### config.mk
export PLATFORM = sky130hd
export DESIGN_NAME = cv32e41s_obi_rchk_responder
export DESIGN_NICKNAME = d
export VERILOG_FILES = /design/src/rtl/cv32e41s_pkg.sv /design/src/rtl/cv32e41s_rchk_gen.sv /design/src/rtl/cv32e41s_obi_rchk_responder.sv
export SDC_FILE = /design/constraint.sdc
export NUM_CORES = 1
export LEC_CHECK = 0
export CORE_AREA = 2 2 113 115
export DETAILED_ROUTE_END_ITERATION = 6
export DIE_AREA = 0 0 115 117
export GPL_ROUTABILITY_DRIVEN = 1
export PLACE_DENSITY = 0.83
export SYNTH_ARGS = -nofsm -noshare
export SYNTH_HDL_FRONTEND = slang
export SYNTH_HIERARCHICAL = 1
export SYNTH_SLANG_ARGS = --single-unit
### constraint.sdc
create_clock -name clk -period 6.56 [get_ports clk]
set_input_delay 0.984 -clock clk [delete_from_list [all_inputs] [get_ports clk]]
set_output_delay 0.984 -clock clk [all_outputs]
set_load 0.05 [all_outputs]
### src/rtl/cv32e41s_pkg.sv
// Shared OBI data-side types and constants for the cv32e41s integrity responders.
package cv32e41s_pkg;

    localparam int unsigned RCHK_W = 5;

    typedef struct packed {
        logic [31:0]       rdata;
        logic              err;
        logic              exokay;
        logic [RCHK_W-1:0] rchk;
        logic              integrity;
    } obi_data_resp_t;

endpackage

### src/rtl/cv32e41s_rchk_gen.sv
// Response checksum generator: per-byte parity of rdata plus parity of {err, exokay=0}.
module cv32e41s_rchk_gen
    import cv32e41s_pkg::*;
(
    input  logic [31:0]       rdata,
    input  logic              err,
    output logic [RCHK_W-1:0] rchk
);

    always_comb begin
        rchk = '0;
        for (int unsigned i = 0; i < 4; i++) begin
            rchk[i] = ^rdata[8*i +: 8];
        end
        rchk[4] = ^{err, 1'b0};
    end

endmodule

### src/rtl/cv32e41s_obi_rchk_responder.sv
// OBI data responder fronting a 1-cycle SRAM port; buffers responses and attaches rchk.
module cv32e41s_obi_rchk_responder
    import cv32e41s_pkg::*;
#(
    parameter int unsigned DEPTH     = 3,
    parameter logic        INTEGRITY = 1'b1,
    parameter type         RESP_TYPE = obi_data_resp_t
) (
    input  logic              clk,
    input  logic              rst_n,
    input  logic              req_i,
    output logic              gnt_o,
    input  logic [31:0]       addr_i,
    input  logic              we_i,
    input  logic [3:0]        be_i,
    input  logic [31:0]       wdata_i,
    output logic              rvalid_o,
    input  logic              rready_i,
    output RESP_TYPE          resp_o,
    output logic              mem_req_o,
    output logic              mem_we_o,
    output logic [31:0]       mem_addr_o,
    output logic [3:0]        mem_be_o,
    output logic [31:0]       mem_wdata_o,
    input  logic [31:0]       mem_rdata_i,
    input  logic              mem_err_i,
    input  logic [RCHK_W-1:0] rchk_flip_i
);

    localparam int unsigned CNT_W = $clog2(DEPTH + 1);
    localparam int unsigned PTR_W = (DEPTH > 1) ? $clog2(DEPTH) : 1;

    logic [CNT_W-1:0]  cnt_q;
    logic [CNT_W-1:0]  fifo_cnt_q;
    logic              inflight_q;
    logic              we_q;
    logic [PTR_W-1:0]  wptr_q;
    logic [PTR_W-1:0]  rptr_q;
    logic [31:0]       rdata_q [DEPTH];
    logic              err_q   [DEPTH];

    logic              accept;
    logic              push;
    logic              pop;
    logic [31:0]       head_rdata;
    logic              head_err;
    logic [RCHK_W-1:0] head_rchk;

    // Grant depends only on registered credit state, never on rready_i.
    assign gnt_o       = req_i && (cnt_q < CNT_W'(DEPTH));
    assign accept      = req_i && gnt_o;

    assign mem_req_o   = accept;
    assign mem_we_o    = we_i;
    assign mem_addr_o  = addr_i;
    assign mem_be_o    = be_i;
    assign mem_wdata_o = wdata_i;

    assign push        = inflight_q;
    assign rvalid_o    = (fifo_cnt_q != '0);
    assign pop         = rvalid_o && rready_i;

    always_ff @(posedge clk or negedge rst_n) begin
        if (!rst_n) begin
            cnt_q      <= '0;
            fifo_cnt_q <= '0;
            inflight_q <= 1'b0;
            we_q       <= 1'b0;
            wptr_q     <= '0;
            rptr_q     <= '0;
        end else begin
            cnt_q      <= cnt_q + CNT_W'(accept) - CNT_W'(pop);
            fifo_cnt_q <= fifo_cnt_q + CNT_W'(push) - CNT_W'(pop);
            inflight_q <= accept;
            if (accept) begin
                we_q <= we_i;
            end
            if (push) begin
                wptr_q <= (wptr_q == PTR_W'(DEPTH - 1)) ? '0 : wptr_q + PTR_W'(1);
            end
            if (pop) begin
                rptr_q <= (rptr_q == PTR_W'(DEPTH - 1)) ? '0 : rptr_q + PTR_W'(1);
            end
        end
    end

    // Storage needs no reset: resp_o is masked whenever the FIFO is empty.
    always_ff @(posedge clk) begin
        if (push) begin
            rdata_q[wptr_q] <= we_q ? 32'h0 : mem_rdata_i;
            err_q[wptr_q]   <= mem_err_i;
        end
    end

    assign head_rdata = rdata_q[rptr_q];
    assign head_err   = err_q[rptr_q];

    cv32e41s_rchk_gen u_rchk_gen (
        .rdata (head_rdata),
        .err   (head_err),
        .rchk  (head_rchk)
    );

    always_comb begin
        resp_o = '0;
        if (rvalid_o) begin
            resp_o.rdata     = head_rdata;
            resp_o.err       = head_err;
            resp_o.exokay    = 1'b0;
            resp_o.rchk      = head_rchk ^ rchk_flip_i;
            resp_o.integrity = INTEGRITY;
        end
    end

`ifndef SYNTHESIS
    a_cnt_max : assert property (@(posedge clk) disable iff (!rst_n)
        cnt_q <= CNT_W'(DEPTH));
    a_cnt_sum : assert property (@(posedge clk) disable iff (!rst_n)
        cnt_q == CNT_W'(inflight_q) + fifo_cnt_q);
    a_no_overflow : assert property (@(posedge clk) disable iff (!rst_n)
        push |-> (fifo_cnt_q < CNT_W'(DEPTH)));
    a_resp_stable : assert property (@(posedge clk) disable iff (!rst_n)
        (rvalid_o && !rready_i) |=> $stable(resp_o));
    a_req_gnt : assert property (@(posedge clk) disable iff (!rst_n)
        mem_req_o |-> gnt_o);
`endif

endmodule
==> results.py <==
metrics = {
    "floorplan": {
        "dieHeight_um": 117,
        "dieWidth_um": 115,
        "floorplan.initialDensity": 0.456,
        "placeable_core_region_sq_um": 12300,
        "floorplan.die_area_sq_um": 13500,
        "num_io_pins": 223,
        "std_cell_rows": 41,
    },
    "global_routing": {
        "groute.usage.overall": 0.174,
        "gr-total-overflow": 0,
        "grt_pass1_vias": 3375,
        "grt_antenna_before_repair": 0,
        "grt_max_degree": 70,
        "grt_first_pass_wirelength_um": 17300,
    },
    "yosys": {
        "synth_cells": 468,
        "post_synth.cell_area_avg_sq_um": 12.0,
        "synthesis_warning_total": 6,
        "syn_area_sq_um": 5620,
        "synth_seq_cells": 109,
        "syn_nets": 581,
        "synthDistinctLibCells": 28,
        "seq_area_frac_synth": 0.574,
    },
    "finish": {
        "layoutNonFillerInstCount": 628,
        "finish.utilization": 0.517,
        "antenna_cells_inserted": 0,
        "layout_commonest_cell": "sky130_fd_sc_hd__edfxtp_1",
        "area.growth.synth_to_final_pct": 13.3,
        "highest_count_cells_in_the_layout_ignoring_fill_and_taps": "sky130_fd_sc_hd__edfxtp_1, sky130_fd_sc_hd__nor2b_1, sky130_fd_sc_hd__clkdlybuf4s50_1",
        "nets": 586,
        "fraction_of_final_layout_cells_with_drive_strength_greater_than_1": 0.0795,
    },
    "setup_path": {
        "cp-start-kind": "flip-flop",
        "critical_path_peak_fanout": 37,
        "cp-end-kind": "output pin",
        "critical-path-top-cell-by-count": "sky130_fd_sc_hd__xnor2_1",
        "worstPathCellList": "buf_4 -> nor2b_1 -> a211oi_1 -> nor2_1 -> xnor2_1 -> xnor2_1 -> xnor2_1 -> xnor2_1 -> nor2_1 -> clkdlybuf4s50_1",
        "slowest_delay_ns": 0.81,
        "crit_path_top_delay_cell": "sky130_fd_sc_hd__clkdlybuf4s50_1",
        "critPathArrivalTime_ns": 3.76,
        "crit_required_ns": 5.58,
        "crit_type": "reg -> out",
        "critPathBufInv": 2,
        "critical-path-top-delay-family": "buffers and inverters",
    },
    "routing": {
        "route.antenna.remaining_nets": 0,
        "postRouteWirelength_um": 11600,
        "drtIter0Drc": 157,
        "drc": 0,
        "vias": 3334,
        "wl_per_cell_um": 18.4,
        "vias_per_cell": 5.31,
        "firstDrtPassIters": 4,
    },
    "placed_design": {
        "routabilityCongestion": 0.769,
        "place.detailed.hpwl_um": 7840,
        "placed_cells_incl_taps": 612,
        "port_buffers": 85,
    },
    "clocking": {
        "clock-root-buffer": "sky130_fd_sc_hd__clkbuf_16",
        "holdBufCountCts": 0,
        "numCtsBuffers": 9,
        "ctsHtreeMaxLevel": 3,
        "worst_setup_hold_path_clk_slew_ns": 0.07,
        "cts_sinks": 109,
        "clock_tree.buffer_depth": 2,
        "postCtsSetupBuffers": 0,
        "cts_tree": "built",
        "cts_resized": 0,
        "worst_skew_pair_latency_ns": 0.34,
    },
    "timing": {
        "final-max-slew-violation-count": 0,
        "max_slew.worst_pin.slew_ns": 1.25,
        "timing.clock.skew_ns": 0.00788,
        "hold_viol_final": 0,
        "period_minus_slack_ns": 4.75,
        "rsz0062_at_grt": "no",
        "max_freq_ghz": 0.211,
        "timing.max_slew.rel_slack": 0.166,
        "report.final.setup_viol": 0,
        "fin_tns_setup_ns": 0,
        "fin_crit_sh": 0.724,
    },
    "outcome": {
        "status": "completed",
    },
    "worst_hold_path": {
        "min_path_type": "reg -> reg",
    },
    "flow_run": {
        "cap_violations": 0,
    },
}
## Yosys cell counts
cell / number / area (sq um)
sky130_fd_sc_hd__mux2_2: 1 / 11.3
sky130_fd_sc_hd__nor4bb_1: 1 / 10.0
sky130_fd_sc_hd__buf_6: 4 / 45.0
sky130_fd_sc_hd__edfxtp_1: 99 / 2970
sky130_fd_sc_hd__a211oi_2: 12 / 150
sky130_fd_sc_hd__a21oi_1: 1 / 5.00
sky130_fd_sc_hd__buf_2: 11 / 55.1
sky130_fd_sc_hd__a21o_1: 3 / 22.5
sky130_fd_sc_hd__nand3_1: 1 / 5.00
sky130_fd_sc_hd__nor3b_1: 1 / 7.51
sky130_fd_sc_hd__ha_1: 2 / 25.0
sky130_fd_sc_hd__nor3_2: 1 / 10.0
sky130_fd_sc_hd__clkbuf_1: 6 / 22.5
sky130_fd_sc_hd__buf_4: 74 / 556
sky130_fd_sc_hd__a211oi_1: 21 / 158
sky130_fd_sc_hd__a21boi_0: 1 / 7.51
sky130_fd_sc_hd__dfrtp_1: 10 / 250
sky130_fd_sc_hd__nand2_1: 2 / 7.51
sky130_fd_sc_hd__nor2b_1: 98 / 613
sky130_fd_sc_hd__xnor2_1: 34 / 298
sky130_fd_sc_hd__nand2b_1: 1 / 6.26
sky130_fd_sc_hd__o21ai_1: 1 / 5.00
sky130_fd_sc_hd__xor2_1: 4 / 35.0
sky130_fd_sc_hd__nor2_1: 41 / 154
sky130_fd_sc_hd__nor3_1: 34 / 170
sky130_fd_sc_hd__o21ai_0: 1 / 5.00
sky130_fd_sc_hd__conb_1: 1 / 3.75
sky130_fd_sc_hd__inv_1: 2 / 7.51
## stage by stage
step / hold WS (ns) / cell area [sq um] / setup WS [ns]
global placement: 0.491 / 6040 / 2.37
finish: 0.516 / 6360 / 1.81
global route: 0.545 / 6360 / 1.59
detailed placement: 0.503 / 6040 / 2.24
floorplan: 0.488 / 5620 / 2.82
CTS: 0.519 / 6360 / 1.80
## metal layers
layer,up-vias,wire [um],track usage
met1,1583,4070,0.179
li1,1555,-,-
met2,136,5710,0.284
met5,-,0,0
met4,0,563,0.119
met3,60,1210,0.0783
## final timing paths
check	slack, ns	endpoint	cells after the start	from
worst min register to register	0.52	we_q	1	we_q
worst max-delay path	1.81	resp_o[3]	10	rptr_q[0]
max in group asynchronous	5.27	rptr_q[0]	1	rst_n
worst max register to register	4.21	rdata_q[2][23]	3	inflight_q
min in group asynchronous	0.95	we_q	1	rst_n
worst min-delay path	0.52	we_q	1	we_q
## worst reg2reg max path, stage by stage, from the launching register on
cell and delay (ns):
sky130_fd_sc_hd__dfrtp_1 0.44, sky130_fd_sc_hd__inv_1 0.12, sky130_fd_sc_hd__nor3b_2 0.99, sky130_fd_sc_hd__buf_4 0.46
## kinds of logic after synthesis
group | share of synthesized area
and+or+nand+nor | 0.175
muxes | 0.00200
DFF | 0.574
adders and majority gates | 0.00445
xor gates and xnor gates | 0.0592
other | 0.000668
buffers and inverters | 0.122
AOI/OAI and AO/OA | 0.0628
## final cells by class
type / count / area [sq um]
multi-input cells: 262 / 1730
fillers: 1019 / 5950
inverters: 2 / 7.51
clock inverters: 1 / 5.00
flip-flops and latches: 109 / 3230
well taps: 150 / 188
repair buffers: 89 / 881
clock buffers: 15 / 322
## registers in the layout, summed over array words and instances, names as in the netlist
signal	cells
rptr_q	2
we_q	1
err_q	3
cnt_q	2
inflight_q	1
rdata_q	96
fifo_cnt_q	2
wptr_q	2
Power is left out: the tool's default activity adds up to more than one toggle a clock period on the data nets, which glitch-free logic cannot reach.
